<file path="src/rtl/mac_pkg.sv">
// Shared definitions for the MAC vector sequencer: data width, default sizing
// and the sequencer FSM state encoding.
package mac_pkg;

   localparam int DATA_W    = 16;
   localparam int DEPTH_DEF = 16;
   localparam int LAT_DEF   = 5;
   localparam int LEN_W     = 5;

   typedef enum logic [2:0] {
      ST_IDLE  = 3'd0,
      ST_CLEAR = 3'd1,
      ST_ISSUE = 3'd2,
      ST_DRAIN = 3'd3,
      ST_DONE  = 3'd4
   } mac_state_e;

endpackage

</file>
<file path="src/rtl/mac_seq_fifo.sv">
// Operand-pair FIFO with show-ahead read data; the head entry is visible on
// pop_data whenever empty is low, and occupancy is reported as 0..DEPTH.
module mac_seq_fifo
   import mac_pkg::*;
#(
   parameter int DEPTH = DEPTH_DEF,
   parameter int WIDTH = 2 * DATA_W
) (
   input  logic                         clk,
   input  logic                         rst,
   input  logic                         push,
   input  logic [WIDTH-1:0]             push_data,
   input  logic                         pop,
   output logic [WIDTH-1:0]             pop_data,
   output logic                         full,
   output logic                         empty,
   output logic [$clog2(DEPTH+1)-1:0]   count
);

   localparam int PTR_W = (DEPTH > 1) ? $clog2(DEPTH) : 1;
   localparam int CNT_W = $clog2(DEPTH + 1);

   logic [WIDTH-1:0] r_mem [DEPTH];
   logic [PTR_W-1:0] r_wr_ptr;
   logic [PTR_W-1:0] r_rd_ptr;
   logic [CNT_W-1:0] r_count;
   logic             w_do_push;
   logic             w_do_pop;

   // Gating on the registered flags keeps a write into an empty FIFO from
   // being popped on the same edge.
   assign w_do_push = push && !full;
   assign w_do_pop  = pop && !empty;
   assign full      = (r_count == CNT_W'(DEPTH));
   assign empty     = (r_count == '0);
   assign count     = r_count;
   assign pop_data  = r_mem[r_rd_ptr];

   always_ff @(posedge clk) begin
      if (w_do_push) begin
         r_mem[r_wr_ptr] <= push_data;
      end
   end

   always_ff @(posedge clk or negedge rst) begin
      if (!rst) begin
         r_wr_ptr <= '0;
         r_rd_ptr <= '0;
         r_count  <= '0;
      end else begin
         if (w_do_push) begin
            r_wr_ptr <= (r_wr_ptr == PTR_W'(DEPTH - 1)) ? '0 : r_wr_ptr + PTR_W'(1);
         end
         if (w_do_pop) begin
            r_rd_ptr <= (r_rd_ptr == PTR_W'(DEPTH - 1)) ? '0 : r_rd_ptr + PTR_W'(1);
         end
         case ({w_do_push, w_do_pop})
            2'b10:   r_count <= r_count + CNT_W'(1);
            2'b01:   r_count <= r_count - CNT_W'(1);
            default: r_count <= r_count;
         endcase
      end
   end

endmodule

</file>
<file path="src/rtl/mac_vector_sequencer.sv">
// Feeds queued operand pairs to an external MAC one per cycle, waits out the
// MAC latency and presents the captured dot product on a result handshake.
module mac_vector_sequencer
   import mac_pkg::*;
#(
   parameter int DEPTH = DEPTH_DEF,
   parameter int LAT   = LAT_DEF
) (
   input  logic                         clk,
   input  logic                         rst,
   input  logic                         in_valid,
   output logic                         in_ready,
   input  logic [DATA_W-1:0]            in_a,
   input  logic [DATA_W-1:0]            in_b,
   input  logic                         start,
   input  logic [LEN_W-1:0]             vec_len,
   output logic [DATA_W-1:0]            mac_a,
   output logic [DATA_W-1:0]            mac_b,
   output logic                         mac_clr_n,
   input  logic [DATA_W-1:0]            mac_result,
   output logic                         res_valid,
   input  logic                         res_ready,
   output logic [DATA_W-1:0]            res_data,
   output logic                         busy,
   output mac_state_e                   dbg_state,
   output logic [$clog2(DEPTH+1)-1:0]   dbg_fifo_count
);

   localparam int DRN_W = (LAT > 1) ? $clog2(LAT) : 1;

   // Both handshakes transfer on a rising edge where valid && ready; a
   // producer holds valid and data stable until that edge.
   mac_state_e            r_state;
   logic [LEN_W-1:0]      r_remaining;
   logic [DRN_W-1:0]      r_drain_cnt;
   logic [DATA_W-1:0]     r_mac_a;
   logic [DATA_W-1:0]     r_mac_b;
   logic                  r_mac_clr_n;
   logic                  r_res_valid;
   logic [DATA_W-1:0]     r_res_data;
   logic                  w_push;
   logic                  w_pop;
   logic                  w_full;
   logic                  w_empty;
   logic [2*DATA_W-1:0]   w_pop_data;

   assign in_ready  = !w_full;
   assign w_push    = in_valid && !w_full;
   assign w_pop     = (r_state == ST_ISSUE) && !w_empty;
   assign mac_a     = r_mac_a;
   assign mac_b     = r_mac_b;
   assign mac_clr_n = r_mac_clr_n;
   assign res_valid = r_res_valid;
   assign res_data  = r_res_data;
   assign busy      = (r_state != ST_IDLE);
   assign dbg_state = r_state;

   mac_seq_fifo #(
      .DEPTH (DEPTH),
      .WIDTH (2 * DATA_W)
   ) u_fifo (
      .clk       (clk),
      .rst       (rst),
      .push      (w_push),
      .push_data ({in_a, in_b}),
      .pop       (w_pop),
      .pop_data  (w_pop_data),
      .full      (w_full),
      .empty     (w_empty),
      .count     (dbg_fifo_count)
   );

   // Operands default to zero each cycle so CLEAR, bubbles and DRAIN add nothing.
   always_ff @(posedge clk or negedge rst) begin
      if (!rst) begin
         r_state     <= ST_IDLE;
         r_remaining <= '0;
         r_drain_cnt <= '0;
         r_mac_a     <= '0;
         r_mac_b     <= '0;
         r_mac_clr_n <= 1'b0;
         r_res_valid <= 1'b0;
         r_res_data  <= '0;
      end else begin
         r_mac_clr_n <= 1'b1;
         r_mac_a     <= '0;
         r_mac_b     <= '0;
         case (r_state)
            ST_IDLE: begin
               if (start && (vec_len != '0)) begin
                  r_remaining <= vec_len;
                  r_mac_clr_n <= 1'b0;
                  r_state     <= ST_CLEAR;
               end
            end
            ST_CLEAR: r_state <= ST_ISSUE;
            ST_ISSUE: begin
               if (w_pop) begin
                  {r_mac_a, r_mac_b} <= w_pop_data;
                  r_remaining        <= r_remaining - LEN_W'(1);
                  if (r_remaining == LEN_W'(1)) begin
                     r_drain_cnt <= '0;
                     r_state     <= ST_DRAIN;
                  end
               end
            end
            ST_DRAIN: begin
               if (r_drain_cnt == DRN_W'(LAT - 1)) begin
                  r_res_data  <= mac_result;
                  r_res_valid <= 1'b1;
                  r_state     <= ST_DONE;
               end else begin
                  r_drain_cnt <= r_drain_cnt + DRN_W'(1);
               end
            end
            ST_DONE: begin
               if (res_ready) begin
                  r_res_valid <= 1'b0;
                  r_state     <= ST_IDLE;
               end
            end
            default: r_state <= ST_IDLE;
         endcase
      end
   end

endmodule

</file>
<file path="config.mk">
export PLATFORM = sky130hd
export DESIGN_NAME = mac_vector_sequencer
export DESIGN_NICKNAME = d
export VERILOG_FILES = /design/src/rtl/mac_pkg.sv /design/src/rtl/mac_seq_fifo.sv /design/src/rtl/mac_vector_sequencer.sv
export SDC_FILE = /design/constraint.sdc
export NUM_CORES = 1
export LEC_CHECK = 0
export CORE_UTILIZATION = 30
export CTS_CLUSTER_DIAMETER = 40
export DETAILED_ROUTE_END_ITERATION = 8
export GPL_TIMING_DRIVEN = 1
export SLEW_MARGIN = 40
export SYNTH_ARGS = -nofsm -noshare
export SYNTH_HDL_FRONTEND = slang
export SYNTH_SLANG_ARGS = --single-unit
</file>
<file path="constraint.sdc">
create_clock -name clk -period 8.3 [get_ports clk]
set_input_delay 2.49 -clock clk [delete_from_list [all_inputs] [get_ports clk]]
set_output_delay 2.49 -clock clk [all_outputs]
set_load 0.02 [all_outputs]
</file>
---- After elaboration in Yosys (flattened, before gate mapping) ----
Memory sizes are Yosys's and may differ from the RTL's.
Cells that the tools add are included.
W data, S select, Z words.
storage, ports and cells
  bits in registers ....................... 74
  memories ................................ 1
  word-level logic and storage cells ...... 82
  RAM bits ................................ 512
  bits of input ports ..................... 58
  output and inout port bits .............. 60
memory list
  name          words  bits a word  rd ports  clocked after Yosys merged registers in  wr ports  line                source
  u_fifo.r_mem  16     32           1         0                                        1         mac_seq_fifo.sv:23  logic [WIDTH-1:0] r_mem [DEPTH];
cells by class
  reduce and logical (&&, ||, !) cells .... 20
  multiplexer cells ....................... 27
  add/subtract/negate cells ............... 6
  eq/ne operators ......................... 17
operator list
  kind                   number
  $mux W16               4
  $mux W3                8
  $pmux W5 S2            2
  $pmux W3 S5            1
  $mux W5                2
  $sub A5 B1 Y5 const B  2
  $add A4 B1 Y4 const B  2
  $eq A4 B4 Y1 const B   2
  $mux W4                2
  $ne A2 B2 Y1 const B   4
  $reduce_bool A2 Y1     4
  $eq A3 B2 Y1 const B   2
  $eq A3 B3 Y1 const B   2
  $mux W1                6
  $pmux W3 S2            1
  $reduce_and A3 Y1      2
  $add A5 B1 Y5 const B  1
  $eq A5 B1 Y1 const B   1
  $eq A5 B5 Y1 const B   1
  $logic_and A1 B1 Y1    5
  $logic_not A5 Y1       1
  $reduce_and A5 Y1      1
  $reduce_bool A5 Y1     1
  $ne A2 B1 Y1 const B   2
  other kinds (10)       11

---- Logic depth before layout (Yosys ltp) ----
Gate-level depths: netlist (run 1).
  word-level depth ........................ 6
  depth in mapped cells ................... 13

---- Modules after synthesis ----
A second synthesis (run 1) with hierarchy kept.
second synthesis, totals
  cell total of the unflattened synthesis .. 1212
  area total of the unflattened synthesis .. 22851.9 sq um
modules (own cells, without submodules)
  module                cells each  area an instance (sq um)  sequential area each (sq um)  instances
  mac_seq_fifo          1017        20394.6                   15700.1                       1
  mac_vector_sequencer  195         2457.4                    1526.5                        1

---- Worst setup path before layout (run 1) ----
Ideal clock, no wire load.
  path type ............................... input-to-reg
  from .................................... input port in_valid
  to ...................................... memory u_fifo.r_mem[0][0] (netlist name), enable pin
  data required time ...................... 7.839 ns
  stages on the path ...................... 4
  library setup time ...................... 0.461 ns
  path buffers ............................ 1
  slack ................................... 2.508 ns
  data arrival time ....................... 5.331 ns
  path through ............................ a21boi_0 clkbuf_1 nand2_1 nor3_1
on the way
  word-level cells in the longest chain between the ends .. 4
ends and longest elaborated chain
  element                        line                        source
  from (decl)                    mac_vector_sequencer.sv:11  input logic in_valid,
  $logic_and A1 B1 Y1            mac_vector_sequencer.sv:48  assign w_push = in_valid && !w_full;
  $logic_and A1 B1 Y1            mac_seq_fifo.sv:32          assign w_do_push = push && !full;
  $mux W1                        mac_seq_fifo.sv:40          if (w_do_push) begin
  $mux W1 (not written as such)  mac_seq_fifo.sv:41          r_mem[r_wr_ptr] <= push_data;
  to (decl)                      mac_seq_fifo.sv:23
Every way passes these cells.

---- Worst setup path in the final report (run 1) ----
  from .................................... register u_fifo.r_count[1], in the netlist u_fifo.count[1]
  to ...................................... output port in_ready
on the way
  word-level cells in the longest chain between the ends .. 2
ends and longest elaborated chain
  element                 line                        source
  from (decl)             mac_seq_fifo.sv:26          logic [CNT_W-1:0] r_count;
  from (signal assigned)  mac_seq_fifo.sv:58          2'b10: r_count <= r_count + CNT_W'(1);
  from (signal assigned)  mac_seq_fifo.sv:59          2'b01: r_count <= r_count - CNT_W'(1);
  from (signal assigned)  mac_seq_fifo.sv:60          default: r_count <= r_count;
  $eq A5 B5 Y1            mac_seq_fifo.sv:34          assign full = (r_count == CNT_W'(DEPTH));
  $logic_not A1 Y1        mac_vector_sequencer.sv:47  assign in_ready = !w_full;
  to (decl)               mac_vector_sequencer.sv:12  output logic in_ready,
Every way passes these cells.

==> results of run 1 <==
==> placed cells by master, fill, tap and decap left out, types with 3 or more instances in the layout <==
cell type,synthesis,final
sky130_fd_sc_hd__edfxtp_1,512,512
sky130_fd_sc_hd__mux4_2,128,128
sky130_fd_sc_hd__clkdlybuf4s50_1,0,116
sky130_fd_sc_hd__clkbuf_16,0,81
sky130_fd_sc_hd__dfrtp_1,74,72
sky130_fd_sc_hd__a22oi_1,64,64
sky130_fd_sc_hd__a21oi_1,37,37
sky130_fd_sc_hd__buf_4,10,19
sky130_fd_sc_hd__nand2_1,15,15
sky130_fd_sc_hd__nor2_4,0,14
sky130_fd_sc_hd__mux2_2,13,13
sky130_fd_sc_hd__ha_1,13,13
sky130_fd_sc_hd__clkinv_2,0,12
sky130_fd_sc_hd__inv_1,10,10
sky130_fd_sc_hd__inv_6,0,10
sky130_fd_sc_hd__clkbuf_1,25,9
sky130_fd_sc_hd__clkinv_4,1,8
sky130_fd_sc_hd__bufinv_16,0,8
sky130_fd_sc_hd__o21ai_0,7,7
sky130_fd_sc_hd__clkinvlp_4,0,7
sky130_fd_sc_hd__nor2_1,20,6
sky130_fd_sc_hd__clkinv_1,0,6
sky130_fd_sc_hd__buf_8,0,6
sky130_fd_sc_hd__nor3_1,9,5
sky130_fd_sc_hd__xor2_1,5,5
sky130_fd_sc_hd__mux2_1,5,5
sky130_fd_sc_hd__nand2b_1,4,4
sky130_fd_sc_hd__nor3_2,1,4
sky130_fd_sc_hd__nand3_1,4,4
sky130_fd_sc_hd__inv_8,0,4
sky130_fd_sc_hd__nor3b_1,3,3
sky130_fd_sc_hd__xnor2_1,3,3
sky130_fd_sc_hd__a21o_1,3,3
sky130_fd_sc_hd__a22o_1,3,3
sky130_fd_sc_hd__clkinv_8,0,3
sky130_fd_sc_hd__buf_6,7,3
==> area by class of cell <==
type                       count  area, µm²  area share
multi-input combinational    376       4800       0.174
timing repair buffer         148       1520      0.0552
sequential                   586      17200       0.625
inverter                      12       50.0     0.00182
clock buffer                  91       2070      0.0752
clock inverter                60        688      0.0250
tap                          959       1200      0.0435
==> report_power, final <==
| part | internal (mW) | leakage, nW | total, mW | switching [mW] |
|---|---|---|---|---|
| Sequential | 3.61 | 5.55 | 3.83 | 0.226 |
| Clock | 2.10 | 1.34 | 3.44 | 1.34 |
| Combinational | 1.18 | 2.09 | 2.61 | 1.42 |
| Total | 6.89 | 8.97 | 9.88 | 2.99 |
==> layer usage <==
metal	global-route usage	routed length, µm	up-vias
li1	-	-	4675
met4	0.0380	863	2
met1	0.171	20900	5765
met5	0	12	-
met2	0.223	24700	319
met3	0.0286	2570	74
==> flip-flops by register name, summed over array words and instances (netlist names) <==
name,count
mac_a,16
res_valid,1
u_fifo.count,5
dbg_state,3
u_fifo.r_mem,512
mac_clr_n,1
u_fifo.r_wr_ptr,4
mac_b,16
res_data,16
u_fifo.r_rd_ptr,4
r_drain_cnt,3
r_remaining,5
==> cell families (layout without fill, tap and decap cells) <==
| kind of cell | after synthesis | in the layout |
|---|---|---|
| flops | 586 | 586 |
| compound gates | 136 | 136 |
| xor+xnor | 8 | 8 |
| buf+inv | 70 | 311 |
| mux | 148 | 148 |
| fa+ha+maj | 13 | 13 |
| simple gates | 71 | 71 |
==> per-stage QoR <==
step | cells | instance area [µm²] | hold slack, ns | util | setup slack [ns]
after floorplan | 1032 | 22300 | 0.492 | - | 2.51
after detailed placement | 2081 | 24800 | 0.478 | 0.339 | 3.12
after CTS | 2232 | 27600 | 0.488 | 0.377 | 3.63
after global placement | 2071 | 24600 | 0.467 | 0.336 | 2.77
final | 2232 | 27600 | 0.487 | 0.377 | 3.69
after global routing | 2232 | 27600 | 0.499 | 0.377 | 3.54
==> final timing paths <==
path	endpoint	slack, ns	cells after the start
min in group asynchronous	mac_b[0]	1.78	1
min reg2reg	res_data[9]	0.49	1
max	in_ready	3.69	3
max in group asynchronous	u_fifo.r_rd_ptr[3]	5.62	2
min	res_data[9]	0.49	1
max reg2reg	u_fifo.count[4]	5.42	10
==> worst max-delay path, delay by kind of cell (launching register included) <==
family | cells | cell delay, ns
DFF | 1 | 0.49
buffers and inverters | 1 | 0.55
and+or+nand+nor | 2 | 0.47
==> parameters.txt, run 1 <==
Parameter                              Value

Yosys
  Commonest cells in the synthesized netlist    sky130_fd_sc_hd__edfxtp_1, sky130_fd_sc_hd__mux4_2, sky130_fd_sc_hd__dfrtp_1
  Yosys warning count    0
  Cell with the most instances after synthesis    sky130_fd_sc_hd__edfxtp_1
  Count of unique library cells instantiated by Yosys    58
  Mean cell area of the mapped netlist    21.6 µm²
  Total nets after synthesis    1103
  Combinational family with the most area after synthesis    multiplexers
  Compound-Gate Fraction of Synth Area    0.0414
  Netlist area before placement    22300 µm²
  Simple-gate share of the synthesized area    0.0175
  Number of synthesized flops with an enable pin    512
  Async SR Flop Fraction    0.126
  Ranking of synthesized cells by area    sky130_fd_sc_hd__edfxtp_1, sky130_fd_sc_hd__mux4_2, sky130_fd_sc_hd__dfrtp_1
  Predominant post-synthesis flop cell    sky130_fd_sc_hd__edfxtp_1
  Synth Register Bits    586
  Multiplexer share of the synthesized area    0.140
  Cell type with the largest total area after synthesis    sky130_fd_sc_hd__edfxtp_1
  Gate count after technology mapping    1032
  Area fraction of the dominant cell type after synthesis    0.691
  XOR/XNOR Fraction of Synth Area    0.00315
  Sequential fraction of the synthesis area    0.774
  Adder and majority gate portion of the synthesized area    0.00731

Routing
  Routed wire length per instance    22.0 µm
  First-iteration detailed-routing DRC count    806
  1st-pass router iterations    7
  Average vias per placed instance    4.85
  # DRC    15
  Final antenna-violating net count    0
  Routed via count    10835
  Final WL    49.0 mm

Global routing
  Vias in the first global route    11599
  Overflow left after global routing    0
  Aggregate global-route resource usage    0.132
  Global-route wire length before repair    74.3 mm
  Antenna violations before repair    1
  Pin count of the biggest net entering global routing    57

STA
  Unrepaired setup endpoints after global routing    false
  Layout Skew    0.0285 ns
  Slew Limit Headroom    0.432
  Worst Max-Slew Pin Slew    0.852 ns
  Hold Fails Final Rpt    0
  Minimum clock period after layout    4.61 ns
  Accumulated negative setup slack    0 ns
  Final setup viols    0
  Final max-slew violation count    0
  Highest clock frequency the design can meet    217 MHz
  Post-route clock period utilization    0.555

Floorplanning
  Initial core utilization    0.304
  Num rows    99
  Total I/O pin count    118
  Die height    274 µm
  Full die area    75300 µm²
  Die X-Extent    274 µm
  Floorplan Core Area    73200 µm²

Critical path
  Crit path launch type    flop
  Critical path startpoint    u_fifo.count[1]
  CP Data Required Time    5.81 ns
  Crit-path cells    nor4_2 > nand2_1 > clkdlybuf4s50_1
  Startpoint of the worst-slack reg-to-reg timing path    u_fifo.count[1]
  Endpoint type of the worst setup path    output port
  Critical path's largest stage delay    0.55 ns
  Max FO, Critical Path    9
  CP Class    flop to output port
  Slowest stage cell, crit path    sky130_fd_sc_hd__clkdlybuf4s50_1
  CP Data Arrival Time    2.12 ns

Hold path
  Hold Crit Start    res_data[9]
  HP Class    flop to flop

Placement
  HPWL reported at the end of detailed placement    28.9 mm
  Total of buffers placed on input and output ports    117
  Global placement routability congestion    0.734

Final layout
  Layout cells sized above 1    0.269
  Fillers    6523
  Layout overhead on the synthesized area    23.9%
  Ant diodes    0
  Total number of nets in the final design    1276

Status
  Outcome    complete, but fails checks
  Violated checks    design-rule violations

CTS
  Post-CTS Setup Bufs    0
  CTS tree    yes
  Number of buffers inserted for hold repair after clock tree synthesis    0
  Post-CTS clock slew at the launch and capture registers of the worst setup and hold paths    0.05 ns
  Max Buffers Root-to-Sink    3
  Post-CTS sizing    0
  Deepest level of the CTS H-tree    3
  Clock Sinks    586
  Number of buffers inserted during clock tree synthesis    81
  Clock insertion delay at the later pin of the skew report    0.62 ns
  Clock root buffer    sky130_fd_sc_hd__clkbuf_16

Pwr
  Worst VDD drop    0.205 mV
  Power density over the cells    358 nW/µm²
  Sum of internal, switching and leakage power    9.88 mW
  Static power due to leakage    8.97 nW

Run
  Number of maximum-capacitance violations    0
No activity file was read; power rests on OpenSTA's default activity.
==> run 2, diff against run 1 <==
==> constraint.sdc (replaced) <==
create_clock -name clk -period 4.35 [get_ports clk]
set_input_delay 1.305 -clock clk [delete_from_list [all_inputs] [get_ports clk]]
set_output_delay 1.305 -clock clk [all_outputs]
set_load 0.02 [all_outputs]
==> parameters.txt, run 2 (synthesis gave the netlist of run 1 again) <==
Parameter                              Value

Status
  Outcome    complete, but fails checks
  Violated checks    design-rule violations

Placement
  Minimum setup slack after placement    0.262 ns (-2.85 ns)
  Total of buffers placed on input and output ports    117 (unchanged)
  HPWL reported at the end of detailed placement    29.3 mm (+1.3%)
  Global placement routability congestion    0.769 (+4.8%)

Pwr
  Worst VDD drop    0.329 mV (+60%)
  Static power due to leakage    9.14 nW (+1.9%)
  Power density over the cells    697 nW/µm² (+94%)

STA
  Minimum clock period after layout    3.44 ns
  Post-route clock period utilization    0.791
  Highest clock frequency the design can meet    291 MHz
  Hold Fails Final Rpt    0 (unchanged)
  Final setup viols    0 (unchanged)
  Worst Max-Slew Pin Slew    0.778 ns (-0.0739 ns)
  Accumulated negative setup slack    0 ns (unchanged)
  Unrepaired setup endpoints after global routing    false
  Final max-slew violation count    0 (unchanged)
  Slew Limit Headroom    0.480 (+0.0476)
  Worst hold margin    0.475 ns (-0.0115 ns)
  Layout Skew    0.0380 ns (+0.00958 ns)
  Final setup margin    0.910 ns (-2.78 ns)

Final layout
  Layout overhead on the synthesized area    25.3%
  Fillers    6504 (-0.29%)
  Layout cells sized above 1    0.279 (+0.0108)
  Most flops, register    u_fifo.r_mem
  Ant diodes    0 (unchanged)
  Flip-flop count of the largest register after layout    512 (unchanged)
  Total number of nets in the final design    1292 (+1.3%)
  Most common cell after layout, fill and taps aside    sky130_fd_sc_hd__edfxtp_1
  Top library cells by usage in the layout, fill and taps aside    sky130_fd_sc_hd__edfxtp_1, sky130_fd_sc_hd__mux4_2, sky130_fd_sc_hd__clkdlybuf4s50_1, sky130_fd_sc_hd__clkbuf_16, sky130_fd_sc_hd__dfrtp_1

Floorplanning
  Initial core utilization    0.304 (unchanged)
  Die X-Extent    274 µm (unchanged)
  Full die area    75300 µm² (unchanged)
  Num rows    99 (unchanged)
  Die height    274 µm (unchanged)
  Total I/O pin count    118 (unchanged)
  Floorplan Core Area    73200 µm² (unchanged)

Routing
  Final WL    50.5 mm (+3.0%)
  Detailed route wirelength on metal3    2.95 mm (+15%)
  1st-pass router iterations    7 (unchanged)
  Routed wire length per instance    22.4 µm (+2.1%)
  Met2 wire len    24.7 mm (+0.10%)
  First-iteration detailed-routing DRC count    1009 (+25%)
  Uppermost signal routing layer after detailed routing    met5
  Routed via count    10970 (+1.2%)
  # DRC    30 (+15)
  Metal1 wirelength    21.9 mm (+4.8%)
  Final antenna-violating net count    0 (unchanged)
  Average vias per placed instance    4.87 (+0.39%)

Hold path
  Number of cells on the worst hold path    1 (unchanged)
  HP Class    flop to flop
  Hold Crit Start    res_valid
  Hold Path End    res_valid

Critical path
  CP Class    flop to output port
  CP Data Required Time    3.04 ns (-2.77 ns)
  Startpoint of the worst-slack reg-to-reg timing path    u_fifo.count[1]
  Reg2Reg Setup Slack    1.50 ns (-3.92 ns)
  CP Data Arrival Time    2.14 ns (+0.02 ns)
  Kind of cell adding the most delay to the critical path    buffers and inverters
  Endpoint type of the worst setup path    output port
  Crit path launch type    flop
  Slowest stage cell, crit path    sky130_fd_sc_hd__clkdlybuf4s50_1
  Critical R2R Capture    u_fifo.count[4]
  Crit-path cells    nor4_2 > nand2_1 > clkdlybuf4s50_1
  Critical path's largest stage delay    0.55 ns (about the same)
  CP Buf/Inv Count    1 (unchanged)
  Length in cells of the worst reg-to-reg path    10 (unchanged)
  Max FO, Critical Path    9 (unchanged)

Global routing
  Pin count of the biggest net entering global routing    60 (+5.3%)
  Aggregate global-route resource usage    0.137 (+0.00413)
  Vias in the first global route    11700 (+0.87%)
  Antenna violations before repair    1 (unchanged)
  Overflow left after global routing    0 (unchanged)
  Global-route wire length before repair    75.8 mm (+1.9%)

CTS
  Clock insertion delay at the later pin of the skew report    0.63 ns (about the same)
  Number of buffers inserted during clock tree synthesis    85 (+4.9%)
  Max Buffers Root-to-Sink    3 (unchanged)
  Post-CTS Setup Bufs    0 (unchanged)
  Number of buffers inserted for hold repair after clock tree synthesis    0 (unchanged)
  Deepest level of the CTS H-tree    3 (unchanged)
  Clock Sinks    586 (unchanged)
  CTS tree    yes
  Clock root buffer    sky130_fd_sc_hd__clkbuf_16
  Post-CTS sizing    0 (unchanged)
  Post-CTS clock slew at the launch and capture registers of the worst setup and hold paths    0.05 ns (about the same)

Run
  Number of maximum-capacitance violations    0 (unchanged)
-- run 2: report_power, final --
group	switching, mW	internal, mW	leakage (nW)	total, mW
Sequential	0.480	6.88	5.55	7.36
Combinational	2.70	2.25	2.14	4.95
Clock	2.62	4.51	1.45	7.13
Total	5.80	13.6	9.14	19.4
-- run 2: metrics by stage --
| stage | util | std cells | power [mW] | cell area [µm²] |
|---|---|---|---|---|
| after floorplan | - | 1032 | 10.6 | 22300 |
| after global placement | 0.340 | 2093 | 12.5 | 24900 |
| after detailed placement | 0.340 | 2093 | 12.5 | 24900 |
| after CTS | 0.381 | 2251 | 19.7 | 27900 |
| after global routing | 0.381 | 2251 | 20.3 | 27900 |
| final | 0.381 | 2251 | 19.4 | 27900 |
-- run 2: layer usage --
metal | global-route usage | up-vias
li1 | - | 4701
met1 | 0.183 | 5821
met2 | 0.222 | 373
met3 | 0.0319 | 73
met4 | 0.0368 | 2
met5 | 0 | -
-- run 2: worst max-delay path by stage --
stage,from,to,slack (ns),cells after the start
after floorplan,in_valid,u_fifo.r_mem[3][0],0.009,3
after global placement,in_valid,u_fifo.count[4],0.20,10
after detailed placement,in_valid,u_fifo.r_mem[4][24],0.26,6
after CTS,in_valid,u_fifo.r_mem[4][24],0.83,6
after global routing,u_fifo.count[1],in_ready,0.79,3
final,u_fifo.count[1],in_ready,0.91,3
-- run 2: final cells by class --
type,count,area [µm²],area share
sequential,586,17200,0.618
multi-input combinational,376,4820,0.173
clock buffer,97,2210,0.0794
timing repair buffer,160,1570,0.0563
tap,959,1200,0.0430
clock inverter,61,798,0.0286
inverter,12,50.0,0.00179
